File: config.mk
export PLATFORM = sky130hd
export DESIGN_NAME = csr_trap_unit_flat
export DESIGN_NICKNAME = d
export VERILOG_FILES = /design/src/rtl/csr_pkg.sv /design/src/rtl/csr_trap_unit_if.sv /design/src/rtl/irq_sync.sv /design/src/rtl/csr_trap_unit.sv /design/src/flat_wrapper.sv
export SDC_FILE = /design/constraint.sdc
export NUM_CORES = 1
export LEC_CHECK = 0
export ABC_CLOCK_PERIOD_IN_PS = 20700
export CORE_ASPECT_RATIO = 0.8
export CORE_MARGIN = 3
export CORE_UTILIZATION = 46
export CTS_CLUSTER_SIZE = 30
export DETAILED_ROUTE_END_ITERATION = 8
export PLACE_DENSITY = 0.72
export SLEW_MARGIN = 20
export SYNTH_ARGS = -nofsm -noshare
export SYNTH_HDL_FRONTEND = slang
export SYNTH_SLANG_ARGS = --single-unit
File: constraint.sdc
create_clock -name clk -period 20.7 [get_ports clk]
set_input_delay 5.175 -clock clk [delete_from_list [all_inputs] [get_ports clk]]
set_output_delay 5.175 -clock clk [all_outputs]
set_load 0.02 [all_outputs]
File: src/rtl/csr_pkg.sv
// Shared definitions for the machine-mode CSR file and trap controller:
// CSR addresses, bit positions, cause codes, access encodings and FSM states.
package csr_pkg;

  localparam logic [11:0] CSR_MSTATUS  = 12'h300;
  localparam logic [11:0] CSR_MISA     = 12'h301;
  localparam logic [11:0] CSR_MIE      = 12'h304;
  localparam logic [11:0] CSR_MTVEC    = 12'h305;
  localparam logic [11:0] CSR_MSCRATCH = 12'h340;
  localparam logic [11:0] CSR_MEPC     = 12'h341;
  localparam logic [11:0] CSR_MCAUSE   = 12'h342;
  localparam logic [11:0] CSR_MTVAL    = 12'h343;
  localparam logic [11:0] CSR_MIP      = 12'h344;
  localparam logic [11:0] CSR_MCYCLE   = 12'hB00;
  localparam logic [11:0] CSR_MHARTID  = 12'hF14;

  localparam int MSTATUS_MIE    = 3;
  localparam int MSTATUS_MPIE   = 7;
  localparam int MIP_MEI        = 11;
  localparam int MIP_MTI        = 7;
  localparam int IRQ_LOCAL_BASE = 16;

  localparam logic [4:0] CAUSE_MEI = 5'd11;
  localparam logic [4:0] CAUSE_MTI = 5'd7;

  typedef enum logic [1:0] {
    CSR_OP_READ = 2'b00,
    CSR_OP_RW   = 2'b01,
    CSR_OP_RS   = 2'b10,
    CSR_OP_RC   = 2'b11
  } csr_op_e;

  typedef enum logic {
    ST_IDLE     = 1'b0,
    ST_REDIRECT = 1'b1
  } trap_state_e;

  function automatic logic [63:0] csr_apply(input logic [1:0] op, input logic [63:0] old_v,
                                            input logic [63:0] wdata);
    logic [63:0] res;
    case (op)
      CSR_OP_RW: res = wdata;
      CSR_OP_RS: res = old_v | wdata;
      CSR_OP_RC: res = old_v & ~wdata;
      default:   res = old_v;
    endcase
    return res;
  endfunction

endpackage

File: src/rtl/csr_trap_unit_if.sv
// Core <-> CSR/trap unit bundle: CSR access port plus trap/mret requests and
// the registered redirect/acknowledge returned to the core.
interface csr_trap_unit_if #(
  parameter int XLEN    = 64,
  parameter int NUM_IRQ = 4
);
  logic               csr_req;
  logic [1:0]         csr_op;
  logic [11:0]        csr_addr;
  logic [XLEN-1:0]    csr_wdata;
  logic [XLEN-1:0]    csr_rdata;
  logic               csr_illegal;
  logic               int_window;
  logic [XLEN-1:0]    pc_cur;
  logic               exc_req;
  logic [4:0]         exc_cause;
  logic [XLEN-1:0]    exc_tval;
  logic               mret_req;
  logic               redirect_valid;
  logic [XLEN-1:0]    redirect_pc;
  logic [NUM_IRQ+1:0] irq_ack;

  modport master (
    output csr_req, csr_op, csr_addr, csr_wdata, int_window, pc_cur,
           exc_req, exc_cause, exc_tval, mret_req,
    input  csr_rdata, csr_illegal, redirect_valid, redirect_pc, irq_ack
  );

  modport slave (
    input  csr_req, csr_op, csr_addr, csr_wdata, int_window, pc_cur,
           exc_req, exc_cause, exc_tval, mret_req,
    output csr_rdata, csr_illegal, redirect_valid, redirect_pc, irq_ack
  );
endinterface

File: src/rtl/irq_sync.sv
// N-bit two-flop synchroniser for asynchronous level interrupt requests.
module irq_sync #(
  parameter int WIDTH = 1
) (
  input  logic             clk,
  input  logic             reset,
  input  logic [WIDTH-1:0] d,
  output logic [WIDTH-1:0] q
);
  logic [WIDTH-1:0] meta_r;
  logic [WIDTH-1:0] sync_r;

  // two-stage metastability filter
  always_ff @(posedge clk or posedge reset) begin
    if (reset) begin
      meta_r <= '0;
      sync_r <= '0;
    end else begin
      meta_r <= d;
      sync_r <= meta_r;
    end
  end

  assign q = sync_r;
endmodule

File: src/rtl/csr_trap_unit.sv
// Machine-mode CSR file and trap controller: prioritised interrupts, synchronous
// exceptions, mret, and a one-cycle registered PC redirect back to the core.
module csr_trap_unit
  import csr_pkg::*;
#(
  parameter int              XLEN        = 64,
  parameter int              NUM_IRQ     = 4,
  parameter int unsigned     HART_ID     = 0,
  parameter logic            MIE_RESET   = 1'b1,
  parameter logic [XLEN-1:0] MTVEC_RESET = '0
) (
  input  logic               clk,
  input  logic               reset,
  input  logic [NUM_IRQ-1:0] irq_lines,
  input  logic               ext_irq,
  input  logic               timer_irq,
  csr_trap_unit_if.slave     bus
);
  localparam logic [XLEN-1:0] MISA_VAL = (XLEN'(2) << (XLEN - 2)) | (XLEN'(1) << 8);
  localparam logic [XLEN-1:0] IRQ_MASK = (XLEN'(1) << MIP_MEI) | (XLEN'(1) << MIP_MTI) |
                                         (((XLEN'(1) << NUM_IRQ) - XLEN'(1)) << IRQ_LOCAL_BASE);

  logic [NUM_IRQ+1:0] sync_s, int_ack_s, ack_nxt_s, irq_ack_r;
  logic [XLEN-1:0]    mip_s, pend_s, mstatus_s, rdata_s, wr_val_s, base_s, target_s;
  logic [XLEN-1:0]    mie_r, mtvec_r, mscratch_r, mepc_r, mcause_r, mtval_r, mcycle_r, redirect_pc_r;
  logic               mstatus_mie_r, mstatus_mpie_r, redirect_valid_r;
  logic               legal_s, illegal_s, wr_en_s, trap_s, mret_s, intr_s;
  logic [4:0]         int_cause_s, cause_s;
  trap_state_e        state_r, state_nxt_s;

  // ack bit order {local, ext, timer} matches irq_ack so one index serves both
  irq_sync #(.WIDTH(NUM_IRQ + 2)) u_irq_sync (
    .clk   (clk),
    .reset (reset),
    .d     ({irq_lines, ext_irq, timer_irq}),
    .q     (sync_s)
  );

  // synchronised levels placed at their mip bit positions
  always_comb begin
    mip_s                                = '0;
    mip_s[MIP_MTI]                       = sync_s[0];
    mip_s[MIP_MEI]                       = sync_s[1];
    mip_s[IRQ_LOCAL_BASE +: NUM_IRQ]     = sync_s[NUM_IRQ+1:2];
  end

  assign pend_s    = mip_s & mie_r & {XLEN{mstatus_mie_r}};
  assign mstatus_s = (XLEN'(3) << 11) | (XLEN'(mstatus_mpie_r) << MSTATUS_MPIE) |
                     (XLEN'(mstatus_mie_r) << MSTATUS_MIE);

  // interrupt priority: ext, then timer, then lowest-numbered local line
  always_comb begin
    int_cause_s = 5'd0;
    int_ack_s   = '0;
    for (int i = NUM_IRQ - 1; i >= 0; i--) begin
      int_cause_s = pend_s[IRQ_LOCAL_BASE+i] ? 5'(IRQ_LOCAL_BASE + i) : int_cause_s;
      int_ack_s   = pend_s[IRQ_LOCAL_BASE+i] ? ((NUM_IRQ+2)'(1) << (i + 2)) : int_ack_s;
    end
    int_cause_s = pend_s[MIP_MTI] ? CAUSE_MTI : int_cause_s;
    int_ack_s   = pend_s[MIP_MTI] ? (NUM_IRQ+2)'(1) : int_ack_s;
    int_cause_s = pend_s[MIP_MEI] ? CAUSE_MEI : int_cause_s;
    int_ack_s   = pend_s[MIP_MEI] ? (NUM_IRQ+2)'(2) : int_ack_s;
  end

  // CSR read mux and address decode
  always_comb begin
    rdata_s = '0;
    legal_s = 1'b1;
    case (bus.csr_addr)
      CSR_MSTATUS:  rdata_s = mstatus_s;
      CSR_MISA:     rdata_s = MISA_VAL;
      CSR_MIE:      rdata_s = mie_r;
      CSR_MTVEC:    rdata_s = mtvec_r;
      CSR_MSCRATCH: rdata_s = mscratch_r;
      CSR_MEPC:     rdata_s = mepc_r;
      CSR_MCAUSE:   rdata_s = mcause_r;
      CSR_MTVAL:    rdata_s = mtval_r;
      CSR_MIP:      rdata_s = mip_s;
      CSR_MCYCLE:   rdata_s = mcycle_r;
      CSR_MHARTID:  rdata_s = XLEN'(HART_ID);
      default: begin
        rdata_s = '0;
        legal_s = 1'b0;
      end
    endcase
  end

  assign illegal_s = bus.csr_req &&
                     (!legal_s || (bus.csr_op != CSR_OP_READ && bus.csr_addr[11:10] == 2'b11));
  assign wr_val_s  = XLEN'(csr_apply(bus.csr_op, 64'(rdata_s), 64'(bus.csr_wdata)));
  assign base_s    = {mtvec_r[XLEN-1:2], 2'b00};
  assign target_s  = (intr_s && mtvec_r[1:0] == 2'b01) ? base_s + XLEN'({cause_s, 2'b00}) : base_s;

  // trap/mret arbitration and next state
  always_comb begin
    state_nxt_s = state_r;
    trap_s      = 1'b0;
    mret_s      = 1'b0;
    intr_s      = 1'b0;
    cause_s     = 5'd0;
    ack_nxt_s   = '0;
    case (state_r)
      ST_IDLE: begin
        if (bus.exc_req) begin
          trap_s      = 1'b1;
          cause_s     = bus.exc_cause;
          state_nxt_s = ST_REDIRECT;
        end else if ((|pend_s) && bus.int_window) begin
          trap_s      = 1'b1;
          intr_s      = 1'b1;
          cause_s     = int_cause_s;
          ack_nxt_s   = int_ack_s;
          state_nxt_s = ST_REDIRECT;
        end else if (bus.mret_req) begin
          mret_s      = 1'b1;
          state_nxt_s = ST_REDIRECT;
        end else begin
          state_nxt_s = ST_IDLE;
        end
      end
      ST_REDIRECT: state_nxt_s = ST_IDLE;
      default:     state_nxt_s = ST_IDLE;
    endcase
  end

  assign wr_en_s = bus.csr_req && !illegal_s && bus.csr_op != CSR_OP_READ &&
                   state_r == ST_IDLE && !trap_s && !mret_s;

  // FSM state register
  always_ff @(posedge clk or posedge reset) begin
    if (reset) state_r <= ST_IDLE;
    else       state_r <= state_nxt_s;
  end

  // architectural CSR state; a trap or mret discards a same-cycle CSR write
  always_ff @(posedge clk or posedge reset) begin
    if (reset) begin
      mstatus_mie_r  <= MIE_RESET;
      mstatus_mpie_r <= 1'b0;
      mie_r          <= '0;
      mtvec_r        <= MTVEC_RESET;
      mscratch_r     <= '0;
      mepc_r         <= '0;
      mcause_r       <= '0;
      mtval_r        <= '0;
      mcycle_r       <= '0;
    end else begin
      mcycle_r <= mcycle_r + XLEN'(1);
      if (trap_s) begin
        mepc_r         <= bus.pc_cur & ~XLEN'(3);
        mcause_r       <= {intr_s, {(XLEN-6){1'b0}}, cause_s};
        mtval_r        <= intr_s ? '0 : bus.exc_tval;
        mstatus_mpie_r <= mstatus_mie_r;
        mstatus_mie_r  <= 1'b0;
      end else if (mret_s) begin
        mstatus_mie_r  <= mstatus_mpie_r;
        mstatus_mpie_r <= 1'b1;
      end else if (wr_en_s) begin
        case (bus.csr_addr)
          CSR_MSTATUS: begin
            mstatus_mie_r  <= wr_val_s[MSTATUS_MIE];
            mstatus_mpie_r <= wr_val_s[MSTATUS_MPIE];
          end
          CSR_MIE:      mie_r      <= wr_val_s & IRQ_MASK;
          CSR_MTVEC:    mtvec_r    <= {wr_val_s[XLEN-1:2], wr_val_s[1] ? 2'b00 : wr_val_s[1:0]};
          CSR_MSCRATCH: mscratch_r <= wr_val_s;
          CSR_MEPC:     mepc_r     <= wr_val_s & ~XLEN'(3);
          CSR_MCAUSE:   mcause_r   <= wr_val_s;
          CSR_MTVAL:    mtval_r    <= wr_val_s;
          CSR_MCYCLE:   mcycle_r   <= wr_val_s;
          default:      mscratch_r <= mscratch_r;
        endcase
      end else begin
        mscratch_r <= mscratch_r;
      end
    end
  end

  // registered redirect pulse and interrupt acknowledge
  always_ff @(posedge clk or posedge reset) begin
    if (reset) begin
      redirect_valid_r <= 1'b0;
      redirect_pc_r    <= '0;
      irq_ack_r        <= '0;
    end else begin
      redirect_valid_r <= trap_s | mret_s;
      irq_ack_r        <= ack_nxt_s;
      if (trap_s)      redirect_pc_r <= target_s;
      else if (mret_s) redirect_pc_r <= mepc_r;
      else             redirect_pc_r <= redirect_pc_r;
    end
  end

  assign bus.csr_rdata      = rdata_s;
  assign bus.csr_illegal    = illegal_s;
  assign bus.redirect_valid = redirect_valid_r;
  assign bus.redirect_pc    = redirect_pc_r;
  assign bus.irq_ack        = irq_ack_r;
endmodule
File: src/flat_wrapper.sv
// flat-port wrapper written by rule: the top's interface ports become plain ports
module csr_trap_unit_flat import csr_pkg::*;
#(
  parameter int              XLEN        = 64,
  parameter int              NUM_IRQ     = 4,
  parameter int unsigned     HART_ID     = 0,
  parameter logic            MIE_RESET   = 1'b1,
  parameter logic [XLEN-1:0] MTVEC_RESET = '0
)
  (clk, reset, irq_lines, ext_irq, timer_irq, bus_csr_req, bus_csr_op, bus_csr_addr, bus_csr_wdata, bus_int_window, bus_pc_cur, bus_exc_req, bus_exc_cause, bus_exc_tval, bus_mret_req, bus_csr_rdata, bus_csr_illegal, bus_redirect_valid, bus_redirect_pc, bus_irq_ack);
  csr_trap_unit_if #(.XLEN(XLEN), .NUM_IRQ(NUM_IRQ)) bus_i ();
  input  logic clk;
  input  logic reset;
  input  logic [NUM_IRQ-1:0] irq_lines;
  input  logic ext_irq;
  input  logic timer_irq;
  input wire logic [$bits(bus_i.csr_req)-1:0] bus_csr_req;
  input wire logic [$bits(bus_i.csr_op)-1:0] bus_csr_op;
  input wire logic [$bits(bus_i.csr_addr)-1:0] bus_csr_addr;
  input wire logic [$bits(bus_i.csr_wdata)-1:0] bus_csr_wdata;
  input wire logic [$bits(bus_i.int_window)-1:0] bus_int_window;
  input wire logic [$bits(bus_i.pc_cur)-1:0] bus_pc_cur;
  input wire logic [$bits(bus_i.exc_req)-1:0] bus_exc_req;
  input wire logic [$bits(bus_i.exc_cause)-1:0] bus_exc_cause;
  input wire logic [$bits(bus_i.exc_tval)-1:0] bus_exc_tval;
  input wire logic [$bits(bus_i.mret_req)-1:0] bus_mret_req;
  output wire logic [$bits(bus_i.csr_rdata)-1:0] bus_csr_rdata;
  output wire logic [$bits(bus_i.csr_illegal)-1:0] bus_csr_illegal;
  output wire logic [$bits(bus_i.redirect_valid)-1:0] bus_redirect_valid;
  output wire logic [$bits(bus_i.redirect_pc)-1:0] bus_redirect_pc;
  output wire logic [$bits(bus_i.irq_ack)-1:0] bus_irq_ack;
  assign bus_i.csr_req = bus_csr_req;
  assign bus_i.csr_op = bus_csr_op;
  assign bus_i.csr_addr = bus_csr_addr;
  assign bus_i.csr_wdata = bus_csr_wdata;
  assign bus_i.int_window = bus_int_window;
  assign bus_i.pc_cur = bus_pc_cur;
  assign bus_i.exc_req = bus_exc_req;
  assign bus_i.exc_cause = bus_exc_cause;
  assign bus_i.exc_tval = bus_exc_tval;
  assign bus_i.mret_req = bus_mret_req;
  assign bus_csr_rdata = bus_i.csr_rdata;
  assign bus_csr_illegal = bus_i.csr_illegal;
  assign bus_redirect_valid = bus_i.redirect_valid;
  assign bus_redirect_pc = bus_i.redirect_pc;
  assign bus_irq_ack = bus_i.irq_ack;
  csr_trap_unit #(.XLEN(XLEN), .NUM_IRQ(NUM_IRQ), .HART_ID(HART_ID), .MIE_RESET(MIE_RESET), .MTVEC_RESET(MTVEC_RESET)) u_core (.clk(clk), .reset(reset), .irq_lines(irq_lines), .ext_irq(ext_irq), .timer_irq(timer_irq), .bus(bus_i));
endmodule
==> qor.csv, run 1 <==
metric,value,unit
Initial DRT Pass Iterations,6,
largest family of logic cells by synthesized area,compound AO/OA/AOI/OAI gates,
status,"complete, no violations",
switching power,0.789,mW
cells after synthesis,2902,
post-route setup slack,5650,ps
die height,220,um
power share of the sequential group,45.0,%
Final min period,15050,ps
setup_tns,0,ps
post-synthesis mux area share,4.04,%
Leak,13.1,nW
sequential cell area fraction in the yosys report,44.9,%
P_int,1.77,mW
post-route core utilization,56.9,%
clk slew on worst S/H paths,60,ps
FMAX,0.0665,GHz
"Cell Chain, Critical Path","buf_4, buf_4, nor2b_2, buf_4, and3_2, a32oi_1, o21ai_1, clkdlybuf4s50_1",
CP startpoint kind,input port,
cts repair resizes,0,
share of cells above drive strength 1,7.80,%
Rows,77,
period utilization,72.7,%
wire per inst,26.2,um
number of synthesized flops with an enable pin,0,
Clock power frac,35.0,%
DRC viols,0,
Hold Fails Final Rpt,0,
final setup fails,0,
Final Max Slew Viols,0,
GP Congestion,0.966,
design area,31800,sq um
initial antenna violation count,12,
Pwr Density,80.5,nW/um^2
CTS Sinks,471,
crit path DAT,9870,ps
Worst path slowest cell,and3_2,
cell mode on critical path,buf_4,
HP Class,reg2reg,
Comb power frac,20.0,%
Placement Setup Slack,5830,ps
Fin Clk Skew,21.3,ps
area share of and/or/nand/nor cells after synthesis,16.6,%
number of H-tree levels,2,
area of placed instances,30200,sq um
initial core utilization,47.0,%
max_cap viols,0,
Num CTS Buffers,49,
post-CTS setup buffer count,0,
fin nets,3333,
"Buf+Inv Stages, Crit Path",4,
vias post-DR,25500,
antenna-violating nets left,0,
grt ovf,0,
cell area after synthesis,26300,sq um
Synth warnings,0,
Max VDD drop,0.0552,mV
io pins,359,
adder-cell share of the synthesized area,0.362,%
Mean Syn Cell Area,9.05,sq um
Net Sw Frac,30.8,%
Slew HR,19.1,%
Crit Path Class,in2out,
Critical Path Sink Type,output port,
total die area,60000,sq um
Critical Path RT,15530,ps
slowest cell delay on critical path,960,ps
Hold Buf Count CTS,0,
via-per-instance ratio,6.54,
Clock Path Buffers,3,
Die X-Extent,273,um
largest net degree at the start of global routing,125,
ys async rst share,100,%
Total Power,2.56,mW
xor and xnor area share after synthesis,3.67,%
final wirelength,102,mm
Tightest Pin Transition,1210,ps
Root Buffer Master,clkbuf_16,
"leading cell types in the layout, fill and taps excluded","nand2_1, dfrtp_1, clkdlybuf4s50_1, o21ai_0, a21oi_1",
"Primary FF master, synth",dfrtp_1,
port bufs,354,
Iter 0 DRT Violations,3309,
vias in the first global route,24800,
RSZ-0062 raised after global routing,no,
dpl hpwl,67.4,mm
post-synthesis compound-gate area fraction,26.2,%
Unique masters post-synth,78,
"FF+latch count, synth",471,
first-pass GRT wire length,153,mm
Area Growth Syn to Fin,21.1,%
"Max FO, Critical Path",53,
total track usage,33.3,%
TritonCTS clock tree,yes,
core footprint,55900,sq um
Top Family by Delay on Critical Path,buffers and inverters,
worst-skew pair later-pin latency,600,ps
"commonest non-fill, non-tap cell in the layout",nand2_1,
==> worst paths after layout <==
kind / start / endpoint / slack (ps) / depth (start not counted)
worst max-delay path: bus_csr_addr[0] / bus_csr_rdata[58] / 5650 / 8
worst min-delay path: u_core.u_irq_sync.meta_r[0] / u_core.u_irq_sync.q[0] / 350 / 0
worst max register to register: u_core.u_irq_sync.q[1] / u_core.bus.redirect_pc[28] / 16040 / 13
worst min register to register: u_core.u_irq_sync.meta_r[0] / u_core.u_irq_sync.q[0] / 350 / 0
max in group asynchronous: reset / u_core.bus.redirect_pc[31] / 13310 / 4
min in group asynchronous: reset / u_core.mtval_r[13] / 5140 / 2
==> worst reg2reg max path: cells and delay by family, from the launching register on <==
family | cells | cell delay [ps]
fa+ha+maj | 2 | 690
compound gates | 6 | 1770
xor+xnor | 1 | 220
simple gates | 4 | 1400
flops | 1 | 430
==> synth_stat cells (34+ instances only) <==
library cell / instances / area share, %
a21oi_1: 138 / 2.6
a221oi_2: 51 / 2.9
a22oi_1: 109 / 3.1
a31oi_1: 71 / 1.7
a32oi_1: 34 / 1.1
and3_1: 55 / 1.3
buf_2: 64 / 1.2
clkbuf_1: 147 / 2.1
dfrtp_1: 470 / 45
mux2i_1: 79 / 3.0
nand2_1: 539 / 7.7
nand3_1: 90 / 1.7
nand4_1: 45 / 1.1
nor2_1: 117 / 1.7
o211a_1: 53 / 2.0
o21ai_0: 305 / 5.8
o21ai_1: 76 / 1.4
xnor2_1: 58 / 1.9
xor2_1: 52 / 1.7
==> stage by stage <==
stage,instances,hold WS [ps]
3_3_place_gp,3802,338
3_5_place_dp,3802,337
5_1_grt,3894,353
6_report,3896,347
2_1_floorplan,2903,331
4_1_cts,3891,349
==> sequential cells by signal, summed over array words and instances (netlist names) <==
| signal | flops |
|---|---|
| u_core.mtval_r | 64 |
| u_core.state_r | 1 |
| u_core.mtvec_r | 63 |
| u_core.mepc_r | 62 |
| u_core.mie_r | 6 |
| u_core.u_irq_sync.q | 6 |
| u_core.mcycle_r | 64 |
| u_core.mscratch_r | 64 |
| u_core.mstatus_mpie_r | 1 |
| u_core.u_irq_sync.meta_r | 6 |
| u_core.bus.irq_ack | 6 |
| u_core.mstatus_mie_r | 1 |
| u_core.bus.redirect_pc | 62 |
| u_core.mcause_r | 64 |
| u_core.bus.redirect_valid | 1 |
==> power by group through the flow <==
stage | Combinational [mW] | Clock (mW) | Sequential [mW]
final | 0.512 | 0.897 | 1.15
after global routing | 0.555 | 0.936 | 1.16
after CTS | 0.508 | 0.902 | 1.15
after detailed placement | 0.505 | 0 | 1.16
after global placement | 0.493 | 0 | 1.16
after floorplan | 0.261 | 0 | 1.15
==> per-layer routing <==
metal  part of all wire (%)  wire, um  track usage (%)
met2                     44     45000             51.3
met4                    3.3      3330             12.1
met5                  0.064        65                0
met3                     11     11600             7.72
met1                     41     42200             46.1
==> cell type report <==
cell class	count	area (sq um)
fill	4754	24100
multi-input combinational	2172	13500
sequential	471	11800
timing repair buffer	396	3860
clock buffer	78	1530
tap	750	938
clock inverter	11	87.6
inverter	13	57.6
antenna	5	12.5
==> cells by family after synthesis <==
family,count (synthesis)
compound gates,1000
xor+xnor,110
fa+ha+maj,7
buf+inv,260
flops,471
mux,94
other cells,1
simple gates,959
No activity file was read; power rests on OpenSTA's default activity.
==> run 2, diff against run 1 <==
--- a/config.mk
+++ b/config.mk
@@ -5,7 +5,7 @@
 export SDC_FILE = /design/constraint.sdc
 export NUM_CORES = 1
 export LEC_CHECK = 0
-export ABC_CLOCK_PERIOD_IN_PS = 20700
+export ABC_CLOCK_PERIOD_IN_PS = 15000
 export CORE_ASPECT_RATIO = 0.8
 export CORE_MARGIN = 3
 export CORE_UTILIZATION = 46
==> constraint.sdc (replaced) <==
create_clock -name clk -period 15 [get_ports clk]
set_input_delay 3.75 -clock clk [delete_from_list [all_inputs] [get_ports clk]]
set_output_delay 3.75 -clock clk [all_outputs]
set_load 0.02 [all_outputs]
==> qor.csv, run 2 (same netlist as run 1, synthesis figures left out) <==
metric,value,unit,change
first-pass GRT wire length,153,mm,about the same
fin nets,3337,,was 3333
Critical Path RT,11250,ps,was 15530 ps
reg-to-reg critical path startpoint,u_core.u_irq_sync.q[1],,unchanged
number of H-tree levels,2,,unchanged
Max VDD drop,0.0879,mV,was 0.0552 mV
die height,220,um,unchanged
dpl hpwl,67.5,mm,was 67.4 mm
hold path start,u_core.u_irq_sync.meta_r[1],,was u_core.u_irq_sync.meta_r[0]
final setup fails,0,,unchanged
Multi-input gate area,13500,sq um,about the same
Tightest Pin Transition,1250,ps,was 1210 ps
design area,31900,sq um,was 31800 sq um
Pwr Density,112,nW/um^2,was 80.5 nW/um^2
final wirelength,103,mm,was 102 mm
crit path DAT,7870,ps,was 9870 ps
Worst R2R Setup Slack,10230,ps,was 16040 ps
routed wl met3,12.4,mm,was 11.6 mm
Final Max Slew Viols,0,,unchanged
hold path cells,0,,unchanged
via-per-instance ratio,6.57,,was 6.54
Root Buffer Master,clkbuf_16,,unchanged
"commonest non-fill, non-tap cell in the layout",nand2_1,,unchanged
CTS Sinks,471,,unchanged
status,"complete, no violations",,unchanged
register area,11800,sq um,unchanged
max_cap viols,0,,unchanged
area of placed instances,30200,sq um,about the same
Highest Signal Layer,met5,,unchanged
RSZ-0062 raised after global routing,no,,unchanged
share of cells above drive strength 1,7.92,%,was 7.80%
antenna-violating nets left,0,,unchanged
cts repair resizes,0,,unchanged
initial core utilization,47.0,%,unchanged
Clock Path Buffers,3,,unchanged
Die X-Extent,273,um,unchanged
io pins,359,,unchanged
Num CTS Buffers,50,,was 49
Slew HR,16.1,%,was 19.1%
core footprint,55900,sq um,unchanged
Crit Path Class,in2out,,unchanged
R2R cell count,13,,unchanged
WHS Endpoint,u_core.u_irq_sync.q[1],,was u_core.u_irq_sync.q[0]
GP Congestion,0.966,,about the same
FMAX,0.0860,GHz,
post-CTS setup buffer count,0,,unchanged
total die area,60000,sq um,unchanged
"leading cell types in the layout, fill and taps excluded","nand2_1, dfrtp_1, clkdlybuf4s50_1, o21ai_0, a21oi_1",,unchanged
"Max FO, Critical Path",47,,was 53
HP Class,reg2reg,,unchanged
Fin Clk Skew,14.3,ps,was 21.3 ps
Hold Buf Count CTS,0,,unchanged
total track usage,33.3,%,about the same
Critical Path Sink Type,output port,,unchanged
post-route setup slack,3380,ps,was 5650 ps
grt ovf,0,,unchanged
vias post-DR,25600,,was 25.5k
Initial DRT Pass Iterations,6,,unchanged
largest net degree at the start of global routing,173,,was 125
period utilization,77.5,%,
port bufs,354,,unchanged
TritonCTS clock tree,yes,,unchanged
Hold Fails Final Rpt,0,,unchanged
Placement Setup Slack,3440,ps,was 5830 ps
vias in the first global route,24600,,was 24.8k
DRC viols,0,,unchanged
R2R Path End,u_core.bus.redirect_pc[28],,unchanged
Leak,13.2,nW,was 13.1 nW
initial antenna violation count,10,,was 12
setup_tns,0,ps,unchanged
WL met1,41.7,mm,was 42.2 mm
Area Growth Syn to Fin,21.5,%,was 21.1%
Final min period,11620,ps,
CP startpoint kind,input port,,unchanged
filler cell count,4845,,was 4754
wire per inst,26.3,um,was 26.2 um
Rows,77,,unchanged
worst-skew pair later-pin latency,600,ps,about the same
Iter 0 DRT Violations,3390,,was 3309
clk slew on worst S/H paths,60,ps,about the same
met2 wire len,44.3,mm,was 45.0 mm
==> run 2: how the worst max path moves through the flow <==
stage                     start                     to  depth (start not counted)
2_1_floorplan             reset  u_core.bus.irq_ack[0]                          1
3_3_place_gp    bus_csr_addr[1]      bus_csr_rdata[22]                          8
3_5_place_dp    bus_csr_addr[1]      bus_csr_rdata[22]                          8
4_1_cts         bus_csr_addr[1]      bus_csr_rdata[22]                          8
5_1_grt        bus_csr_addr[11]      bus_csr_rdata[10]                          7
6_report       bus_csr_addr[11]      bus_csr_rdata[58]                          7
==> run 2: routing by layer <==
layer / vias up / GRT usage, %
met5: - / 0
met4: 12 / 14.4
met3: 288 / 9.16
met2: 1739 / 49.1
met1: 12500 / 46.0
li1: 11100 / -
==> run 2: final cells by class <==
class | instances | share of cell area (%)
antenna | 4 | 0.0314
clock buffer | 74 | 4.71
clock inverter | 16 | 0.521
inverter | 13 | 0.169
multi-input combinational | 2172 | 42.4
sequential | 471 | 36.9
tap | 750 | 2.94
timing repair buffer | 399 | 12.3
==> run 2: power breakdown <==
| part | switching [mW] | total [mW] | internal (mW) |
|---|---|---|---|
| logic | 0.410 | 0.713 | 0.303 |
| registers | 0.155 | 1.59 | 1.43 |
| clock network | 0.534 | 1.28 | 0.745 |
==> run 2: stage by stage <==
step / hold WS [ps] / power, mW / cells / util, %
final: 346 / 3.58 / 3899 / 57.1
after global routing: 356 / 3.71 / 3898 / 57.1
after CTS: 344 / 3.57 / 3894 / 57.0
after detailed placement: 336 / 2.30 / 3804 / 54.1
after global placement: 337 / 2.28 / 3803 / 54.0
after floorplan: 331 / 1.95 / 2903 / -
==> run 2: critical path, stage by stage <==
cell and delay (ps):
clkdlybuf4s50_1 850, or3b_1 450, nor4_4 850, buf_4 730
a22oi_1 220, o21ai_1 270, clkdlybuf4s50_1 710
